`src/rtl/pc_fetch_if.sv`:
```
// Fetch-stage bundle: next-PC/redirect controls, instruction-memory handshake and decode handoff.
// The fetch stage is the master; the environment (memory, next-PC logic, decode) is the slave.
interface pc_fetch_if #(
   parameter int unsigned PC_WIDTH    = 8,
   parameter int unsigned INSTR_WIDTH = 16
);
   logic [PC_WIDTH-1:0]    next_pc;
   logic                   redirect;
   logic [PC_WIDTH-1:0]    redirect_pc;
   logic                   halt;
   logic                   imem_req;
   logic [PC_WIDTH-1:0]    imem_addr;
   logic                   imem_ack;
   logic [INSTR_WIDTH-1:0] imem_rdata;
   logic                   if_valid;
   logic [INSTR_WIDTH-1:0] if_instr;
   logic [PC_WIDTH-1:0]    if_pc;
   logic                   id_ready;

   modport master (
      input  next_pc, redirect, redirect_pc, halt, imem_ack, imem_rdata, id_ready,
      output imem_req, imem_addr, if_valid, if_instr, if_pc
   );

   modport slave (
      output next_pc, redirect, redirect_pc, halt, imem_ack, imem_rdata, id_ready,
      input  imem_req, imem_addr, if_valid, if_instr, if_pc
   );
endinterface

```
`src/rtl/pc_fetch_stage.sv`:
```
// Instruction fetch stage: owns the PC, issues one memory request at a time and hands the
// returned instruction to decode, with redirect (flush), drain of stale requests and halt.
module pc_fetch_stage #(
   parameter int unsigned          PC_WIDTH    = 8,
   parameter int unsigned          INSTR_WIDTH = 16,
   parameter logic [PC_WIDTH-1:0]  RESET_PC    = '0
) (
   input logic        clk,
   input logic        rst_n,
   pc_fetch_if.master bus
);

   typedef enum logic [1:0] {StReq, StValid, StDrain, StHalted} state_e;

   state_e                 state_q, state_d;
   logic [PC_WIDTH-1:0]    pc_q, pc_d;
   logic [PC_WIDTH-1:0]    drain_addr_q, drain_addr_d;
   logic                   if_valid_q, if_valid_d;
   logic [INSTR_WIDTH-1:0] if_instr_q, if_instr_d;
   logic [PC_WIDTH-1:0]    if_pc_q, if_pc_d;
   // Keeps imem_req low during reset and raises it on the first edge after release,
   // without a combinational path from rst_n to the request.
   logic                   go_q;

   always_ff @(posedge clk or negedge rst_n) begin
      if (!rst_n) begin
         state_q      <= StReq;
         pc_q         <= RESET_PC;
         drain_addr_q <= RESET_PC;
         if_valid_q   <= 1'b0;
         if_instr_q   <= '0;
         if_pc_q      <= RESET_PC;
         go_q         <= 1'b0;
      end else begin
         state_q      <= state_d;
         pc_q         <= pc_d;
         drain_addr_q <= drain_addr_d;
         if_valid_q   <= if_valid_d;
         if_instr_q   <= if_instr_d;
         if_pc_q      <= if_pc_d;
         go_q         <= 1'b1;
      end
   end

   always_comb begin
      state_d      = state_q;
      pc_d         = pc_q;
      drain_addr_d = drain_addr_q;
      if_valid_d   = if_valid_q;
      if_instr_d   = if_instr_q;
      if_pc_d      = if_pc_q;

      unique case (state_q)
         StReq: begin
            if (!go_q) begin
               if (bus.redirect) pc_d = bus.redirect_pc;
            end else if (bus.redirect) begin
               pc_d = bus.redirect_pc;
               // Without the ack the old request is still in flight: finish it in DRAIN.
               if (!bus.imem_ack) begin
                  drain_addr_d = pc_q;
                  state_d      = StDrain;
               end
            end else if (bus.imem_ack) begin
               if_instr_d = bus.imem_rdata;
               if_pc_d    = pc_q;
               if_valid_d = 1'b1;
               state_d    = StValid;
            end
         end
         StValid: begin
            if (bus.redirect) begin
               pc_d       = bus.redirect_pc;
               if_valid_d = 1'b0;
               state_d    = StReq;
            end else if (bus.id_ready) begin
               pc_d       = bus.next_pc;
               if_valid_d = 1'b0;
               state_d    = bus.halt ? StHalted : StReq;
            end
         end
         StDrain: begin
            if (bus.redirect) pc_d = bus.redirect_pc;
            if (bus.imem_ack) state_d = StReq;
         end
         StHalted: begin
            if (bus.redirect) pc_d = bus.redirect_pc;
            if (!bus.halt) state_d = StReq;
         end
         default: state_d = StReq;
      endcase
   end

   assign bus.imem_req  = go_q && ((state_q == StReq) || (state_q == StDrain));
   assign bus.imem_addr = (state_q == StDrain) ? drain_addr_q : pc_q;
   assign bus.if_valid  = if_valid_q;
   assign bus.if_instr  = if_instr_q;
   assign bus.if_pc     = if_pc_q;

endmodule

```
`src/flat_wrapper.sv`:
```
// flat-port wrapper written by rule: the top's interface ports become plain ports
module pc_fetch_stage_flat 
#(
   parameter int unsigned          PC_WIDTH    = 8,
   parameter int unsigned          INSTR_WIDTH = 16,
   parameter logic [PC_WIDTH-1:0]  RESET_PC    = '0
)
  (clk, rst_n, bus_next_pc, bus_redirect, bus_redirect_pc, bus_halt, bus_imem_ack, bus_imem_rdata, bus_id_ready, bus_imem_req, bus_imem_addr, bus_if_valid, bus_if_instr, bus_if_pc);
  pc_fetch_if #(.PC_WIDTH(PC_WIDTH), .INSTR_WIDTH(INSTR_WIDTH)) bus_i ();
  input logic clk;
  input logic rst_n;
  input wire logic [$bits(bus_i.next_pc)-1:0] bus_next_pc;
  input wire logic [$bits(bus_i.redirect)-1:0] bus_redirect;
  input wire logic [$bits(bus_i.redirect_pc)-1:0] bus_redirect_pc;
  input wire logic [$bits(bus_i.halt)-1:0] bus_halt;
  input wire logic [$bits(bus_i.imem_ack)-1:0] bus_imem_ack;
  input wire logic [$bits(bus_i.imem_rdata)-1:0] bus_imem_rdata;
  input wire logic [$bits(bus_i.id_ready)-1:0] bus_id_ready;
  output wire logic [$bits(bus_i.imem_req)-1:0] bus_imem_req;
  output wire logic [$bits(bus_i.imem_addr)-1:0] bus_imem_addr;
  output wire logic [$bits(bus_i.if_valid)-1:0] bus_if_valid;
  output wire logic [$bits(bus_i.if_instr)-1:0] bus_if_instr;
  output wire logic [$bits(bus_i.if_pc)-1:0] bus_if_pc;
  assign bus_i.next_pc = bus_next_pc;
  assign bus_i.redirect = bus_redirect;
  assign bus_i.redirect_pc = bus_redirect_pc;
  assign bus_i.halt = bus_halt;
  assign bus_i.imem_ack = bus_imem_ack;
  assign bus_i.imem_rdata = bus_imem_rdata;
  assign bus_i.id_ready = bus_id_ready;
  assign bus_imem_req = bus_i.imem_req;
  assign bus_imem_addr = bus_i.imem_addr;
  assign bus_if_valid = bus_i.if_valid;
  assign bus_if_instr = bus_i.if_instr;
  assign bus_if_pc = bus_i.if_pc;
  pc_fetch_stage #(.PC_WIDTH(PC_WIDTH), .INSTR_WIDTH(INSTR_WIDTH), .RESET_PC(RESET_PC)) u_core (.clk(clk), .rst_n(rst_n), .bus(bus_i));
endmodule
```
`config.mk`:
```
export PLATFORM = sky130hd
export DESIGN_NAME = pc_fetch_stage_flat
export DESIGN_NICKNAME = d
export VERILOG_FILES = /design/src/rtl/pc_fetch_if.sv /design/src/rtl/pc_fetch_stage.sv /design/src/flat_wrapper.sv
export SDC_FILE = /design/constraint.sdc
export NUM_CORES = 1
export LEC_CHECK = 0
export BUFFER_PORTS_ARGS = -buffer_cell sky130_fd_sc_hd__buf_4
export CORE_MARGIN = 1.5
export CORE_UTILIZATION = 39
export DETAILED_ROUTE_END_ITERATION = 10
export PLACE_DENSITY = 0.69
export SLEW_MARGIN = 20
export SYNTH_ARGS = -nofsm -noshare
export SYNTH_HDL_FRONTEND = slang
export SYNTH_SLANG_ARGS = --single-unit
export TNS_END_PERCENT = 1
```
`constraint.sdc`:
```
create_clock -name clk -period 1.7 [get_ports clk]
set_input_delay 0.34 -clock clk [delete_from_list [all_inputs] [get_ports clk]]
set_output_delay 0.34 -clock clk [all_outputs]
set_load 0.01 [all_outputs]
```
; Yosys cells after proc, flatten, opt, wreduce, memory -nomap -nowiden
; Cells that the tools add are included.
[classes]
n_reduce_logical = 10
n_bitwise = 2
mux = 21
add_sub_neg = 0
n_eq_ne = 12
div = 0
magnitude_cmp = 0
n_mul = 0
shifts = 0
[ops]
columns = cell, count
row1 = 8-bit 2-to-1 mux, 4
row2 = 2-bit 2-to-1 mux, 9
row3 = 8-bit one-hot mux with 2 select lines, 1
row4 = 3-bit != test (second input constant), 3
row5 = 2-bit != test (second input constant), 4
row6 = 2-bit one-hot mux with 4 select lines, 1
row7 = 4-bit AND reduction, 2
row8 = 6-bit AND reduction, 1
row9 = 1-bit 2-to-1 mux, 5
row10 = 5-bit AND reduction, 1
row11 = 2-bit equality test (second input constant), 2
row12 = 2-bit by 1-bit != test with 1-bit output (second input constant), 2
row13 = 3-bit OR reduction, 1
row14 = 2-bit by 1-bit equality test with 1-bit output (second input constant), 1
row15 = 2-bit zero test, 1
row16 = 1-bit inverter, 2
row17 = 1-bit one-hot mux with 2 select lines, 1
row18 = 2-bit AND reduction, 1
row19 = 2-bit nonzero test, 1
row20 = 1-bit logical AND, 1
row21 = 1-bit logical OR, 1
[word_totals]
latch_bits = 0
register_bits = 44
memories = 0
ram_bits = 0
romBits = 0
output_inout_bits = 34

; Depth between registers and ports, before layout
[depth]
word_depth = 4
depth_mapped = 5

; Worst setup path after synthesis
; Ideal clock, no wire load.
[synth_timing]
kind = flip-flop to flip-flop
startpoint = register u_core.state_q[0]
endpoint = register u_core.if_instr_q[0], in the netlist u_core.bus.if_instr[0]
required_time_ps = 1575
n_path_buf = 2
stages_incl_launch_ff = 6
setup_time_ps = 125
arrival_ps = 1629
slack_ps = -53
cell_sequence = dfrtp_1 -> buf_6 -> nand2b_4 -> nor4b_4 -> buf_6 -> mux2_2
[synth_via]
elab_chain_len = 2
[synth_lines]
columns = item, line_no
row1 = start: declaration, pc_fetch_stage.sv:15  ; state_e state_q, state_d;
row2 = start signal: assignment, pc_fetch_stage.sv:27  ; state_q <= StReq;
row3 = start signal: assignment, pc_fetch_stage.sv:35  ; state_q <= state_d;
row4 = 2-bit zero test, pc_fetch_stage.sv:53  ; unique case (state_q)
row5 = 4-bit AND reduction (no source line), n/a
row6 = end signal: assignment, pc_fetch_stage.sv:39  ; if_instr_q <= if_instr_d;
row7 = end: declaration, pc_fetch_stage.sv:19  ; logic [INSTR_WIDTH-1:0] if_instr_q, if_instr_d;
; Every way passes these cells.
; A chain may end at the register's enable or synchronous reset.

; Worst setup path after layout
[layout_timing]
startpoint = register u_core.state_q[0]
endpoint = register u_core.if_instr_q[14], in the netlist u_core.bus.if_instr[14]
; The elaborated chain is that of the path after synthesis.

==> results.md <==
| Group | Parameter | Reported |
|:---|:---|:---|
| run status | Status | finished, final reports clean |
| layout | Share of layout cells above drive strength 1 | 0.589 |
| pwr | Switching part of the total | 0.272 |
| setup path | Critical-path maximum fanout | 22 |
| route | Routed vias | 1,327 |
| floorplanning | Site row count | 25 |
| pwr | Combinational cell fraction of total power | 0.326 |
| timing | Worst clock skew on the final layout | 0.00390 ns |
| floorplanning | Total die area | 5260 um2 |
| synthesis | Count of distinct cell types in the synthesized netlist | 23 |
| global routing | Vias in the first global route | 1,375 |
| pwr | Portion of total power attributed to the clock network | 0.207 |
| global routing | Wire length of the first global-routing pass | 6510 um |
| setup path | Capturing element type of the critical path | register |
| synthesis | Number of instances in the synthesized netlist | 134 |
| route | Drt first-iter violations | 36 |
| layout | Number of nets in the layout | 251 |
| global routing | GRT Util Overall | 0.164 |
| layout | Final non-filler cell area | 2670 um2 |
| cts | Maximum buffer depth of the clock tree | 2 |
| timing | Max-slew headroom | 0.632 |
| placement | Port-buffer cells | 71 |
| global routing | Met1 Track Usage GR | 0.217 |
| timing | Min cycle time layout | 1.69 ns |
| timing | Measured slew at the worst slew-check pin | 0.552 ns |
| synthesis | Most repeated cell in the gate-level netlist after synthesis | sky130_fd_sc_hd__dfrtp_1 |
| floorplanning | I/O pin count | 72 |
| synthesis | Count of yosys warnings during synthesis | 0 |
| cts | Cts bufs inserted | 5 |
| setup path | Required @ worst endpoint | 1.88 ns |
| route | Routed WL | 4030 um |
| route | DRT Pass-1 Iters | 4 |
| synthesis | Proportion of register bits with asynchronous set or reset after synthesis | 1.00 |
| cts | Clock transition time at the flip-flop clock pins of the worst setup and hold paths | 0.08 ns |
| synthesis | Share of synthesized area occupied by flip-flops and latches | 0.584 |
| cts | Clock tree from TritonCTS | yes |
| timing | Max-slew violation total from the final report | 0 |
| setup path | Slowest cell delay on critical path | 0.38 ns |
| route | Number of nets with antenna violations after routing | 0 |
| setup path | Slowest-stage cell, CP | sky130_fd_sc_hd__dfrtp_1 |
| setup path | Worst Setup Start Kind | register |
| floorplanning | Chip height | 72.5 um |
| floorplanning | Effective utilization at floorplan | 0.402 |
| pwr | Total power | 3.17 mW |
| setup path | Start-to-end type of the worst setup path | register to register |
| layout | Filler-free cell count of the finished design | 268 |
| synthesis | Top post-synthesis cells by count | 44 x sky130_fd_sc_hd__dfrtp_1, 36 x sky130_fd_sc_hd__mux2_2, 10 x sky130_fd_sc_hd__a21oi_1, 9 x sky130_fd_sc_hd__nand2_1, 8 x sky130_fd_sc_hd__a2bb2oi_1 |
| layout | # fillers | 419 |
| cts | Clk Tree Root Cell | sky130_fd_sc_hd__clkbuf_8 |
| floorplanning | Die boundary width | 72.5 um |
| setup path | Buffers & Inverters on Critical Path | 2 |
| pwr | Power Dens Cells | 1190 nW/um2 |
| timing | Final number of setup-violating endpoints | 0 |
| min path | HP Class | primary input to asynchronous set/reset pin |
| global routing | GRT met3 Usage | 0.0764 |
| setup path | Launch point of the worst path | u_core.state_q[0]$_DFFE_PN0P_ |
| synthesis | Most frequently used flop master after synthesis | sky130_fd_sc_hd__dfrtp_1 |
| global routing | Largest net degree at the start of global routing | 45 |
| global routing | Number of antenna violations at the first check in global routing | 0 |
| synthesis | Avg Cell Area, Syn | 14.1 um2 |
| timing | Period Utilization, post-route | 0.992 |
| layout | Area Growth Syn to Fin | 41.5% |
| setup path | Ordered cell list for the critical path | buf_4, nand2b_4, nor4b_4, buf_12, mux2_2 |
| cts | H-tree level count | 2 |
| placement | DPL Wire Length | 2850 um |
| route | # DRC | 0 |
| pwr | Worst IR drop on VDD | 0.000655 V |
| cts | Total clock sinks | 44 |
| pwr | Total leakage power | 1.28 nW |
| pwr | Fraction of power consumed by sequential logic | 0.466 |
| synthesis | Portion of synthesized cell area occupied by the leading cell type | 0.584 |
| pwr | Internal Power | 2.31 mW |
| synthesis | Leading post-synthesis cells by cell area | sky130_fd_sc_hd__dfrtp_1 58%, sky130_fd_sc_hd__mux2_2 21%, sky130_fd_sc_hd__a2bb2oi_1 3.7%, sky130_fd_sc_hd__a21oi_1 2.7%, sky130_fd_sc_hd__mux2_1 2.4% |
| synthesis | Yosys top cell by area | sky130_fd_sc_hd__dfrtp_1 |
| placement | Cell total after placement | 259 |
| cts | Insertion delay of the later-clocked pin in the worst-skew pair | 0.29 ns |
| route | Via-per-instance ratio | 4.95 |
| placement | Weighted congestion at the end of routability-driven global placement | 0.707 |
| setup path | Arrival time at the worst endpoint | 1.86 ns |
| timing | Unrepaired setup endpoints after global routing | yes |
| timing | Max Freq | 593 MHz |
| global routing | Met2 capacity usage during global routing | 0.244 |
| floorplanning | Standard cell core area | 4690 um2 |
| synthesis | Post-synth net total | 172 |
| layout | Number of diodes added for antenna fixing | 0 |
| global routing | Routing layer with the top usage in global route | met2 |
| synthesis | Combined area of all synthesized cells | 1890 um2 |
| setup path | Critical register-to-register path startpoint | u_core.state_q[0]$_DFFE_PN0P_ |
| timing | Final hold violation count | 0 |
| route | Routed length per instance | 15.0 um |
| pwr | Psw | 0.860 mW |
| synthesis | Number of synthesized register bits | 44 |
| placement | Placed inst area | 2510 um2 |
| run | Total of max-cap violations | 0 |
| setup path | CP delay by family, top | simple AND/OR/NAND/NOR gates |
| synthesis | Count of flip-flops with a built-in enable after synthesis | 0 |
| timing | Setup TNS | 0 ns |
| global routing | Remaining global-route overflow | 0 |
sequential cells by signal (all words and copies together) (netlist names):
name / flops
u_core.bus.if_instr: 16
u_core.bus.if_pc: 8
u_core.bus.if_valid: 1
u_core.drain_addr_q: 8
u_core.go_q: 1
u_core.pc_q: 8
u_core.state_q: 2
final timing paths:
| path | endpoint | slack, ns | depth (start not counted) |
|---|---|---|---|
| worst min-delay path | u_core.bus.if_pc[1]$_DFFE_PN0P_ | 0.03 | 1 |
| worst max-delay path | u_core.bus.if_instr[14]$_DFFE_PN0P_ | 0.01 | 5 |
| max in group asynchronous | u_core.pc_q[5]$_DFFE_PN0P_ | 1.29 | 1 |
| min in group clk | u_core.bus.if_instr[10]$_DFFE_PN0P_ | 0.26 | 2 |
| worst min register to register | u_core.bus.if_valid$_DFFE_PN0P_ | 0.48 | 1 |
| worst max register to register | u_core.bus.if_instr[14]$_DFFE_PN0P_ | 0.01 | 5 |
what timing repair did:
action | 4_1_cts | 5_1_grt
setup buffers | 2 | 0
endpoints found under the hold margin | 0 | 0
setup endpoints to repair | 8 | 28
resized for setup | 1 | 16
hold buffers | 0 | 0
metal layers:
| metal | vias to the layer above | routed length (um) |
|---|---|---|
| met5 | - | 0 |
| met1 | 618 | 1850 |
| li1 | 638 | - |
| met4 | 0 | 29 |
| met2 | 67 | 1690 |
| met3 | 4 | 458 |
kinds of logic after synthesis:
family	after synthesis	share of synthesized area
buf+inv	9	0.0299
simple gates	17	0.0617
flops	44	0.584
mux	40	0.239
other cells	1	0.00199
compound gates	23	0.0836
placed cells by master, fill, tap and decap left out:
master                      instances
sky130_fd_sc_hd__buf_4             70
sky130_fd_sc_hd__dfrtp_1           44
sky130_fd_sc_hd__mux2_2            28
sky130_fd_sc_hd__a21oi_1           10
sky130_fd_sc_hd__nand2_1            9
sky130_fd_sc_hd__mux2_4             8
sky130_fd_sc_hd__a2bb2oi_1          8
sky130_fd_sc_hd__buf_6              8
sky130_fd_sc_hd__clkbuf_8           6
sky130_fd_sc_hd__mux2_1             4
sky130_fd_sc_hd__nand2b_4           2
sky130_fd_sc_hd__clkbuf_1           2
sky130_fd_sc_hd__inv_1              1
sky130_fd_sc_hd__nand2b_1           1
sky130_fd_sc_hd__nor3_2             1
sky130_fd_sc_hd__nor4b_4            1
sky130_fd_sc_hd__clkinv_1           1
sky130_fd_sc_hd__nand3b_1           1
sky130_fd_sc_hd__and3b_1            1
sky130_fd_sc_hd__o21bai_1           1
sky130_fd_sc_hd__a31o_2             1
sky130_fd_sc_hd__nor2b_1            1
sky130_fd_sc_hd__o21ai_0            1
sky130_fd_sc_hd__a21o_1             1
sky130_fd_sc_hd__o32ai_1            1
sky130_fd_sc_hd__buf_12             1
sky130_fd_sc_hd__conb_1             1
power groups by stage:
| stage | Combinational (mW) | Sequential (mW) | Clock (mW) |
|---|---|---|---|
| 6_report | 1.03 | 1.48 | 0.656 |
| 5_1_grt | 1.11 | 1.51 | 0.744 |
| 4_1_cts | 0.995 | 1.48 | 0.691 |
| 3_5_place_dp | 0.991 | 1.50 | 0 |
| 3_3_place_gp | 0.975 | 1.49 | 0 |
| 2_1_floorplan | 0.395 | 1.56 | 0 |
final cells by class:
class / instances / area, um2 / share of cell area
clock buffer: 8 / 90.1 / 0.0338
inverter: 2 / 7.51 / 0.00281
multi-input combinational: 81 / 766 / 0.287
sequential: 44 / 1100 / 0.413
tap: 54 / 67.6 / 0.0253
timing repair buffer: 79 / 636 / 0.238
per-stage QoR:
stage	hold slack (ns)	utilization	worst slack (ns)
2_1_floorplan	0.0444	-	-0.0535
3_3_place_gp	0.374	0.536	0.172
3_5_place_dp	0.372	0.536	0.115
4_1_cts	0.0556	0.556	-0.0318
5_1_grt	0.0711	0.569	-0.0383
6_report	0.0301	0.569	0.0141
Note: power is estimated with default switching activity, not from simulation.
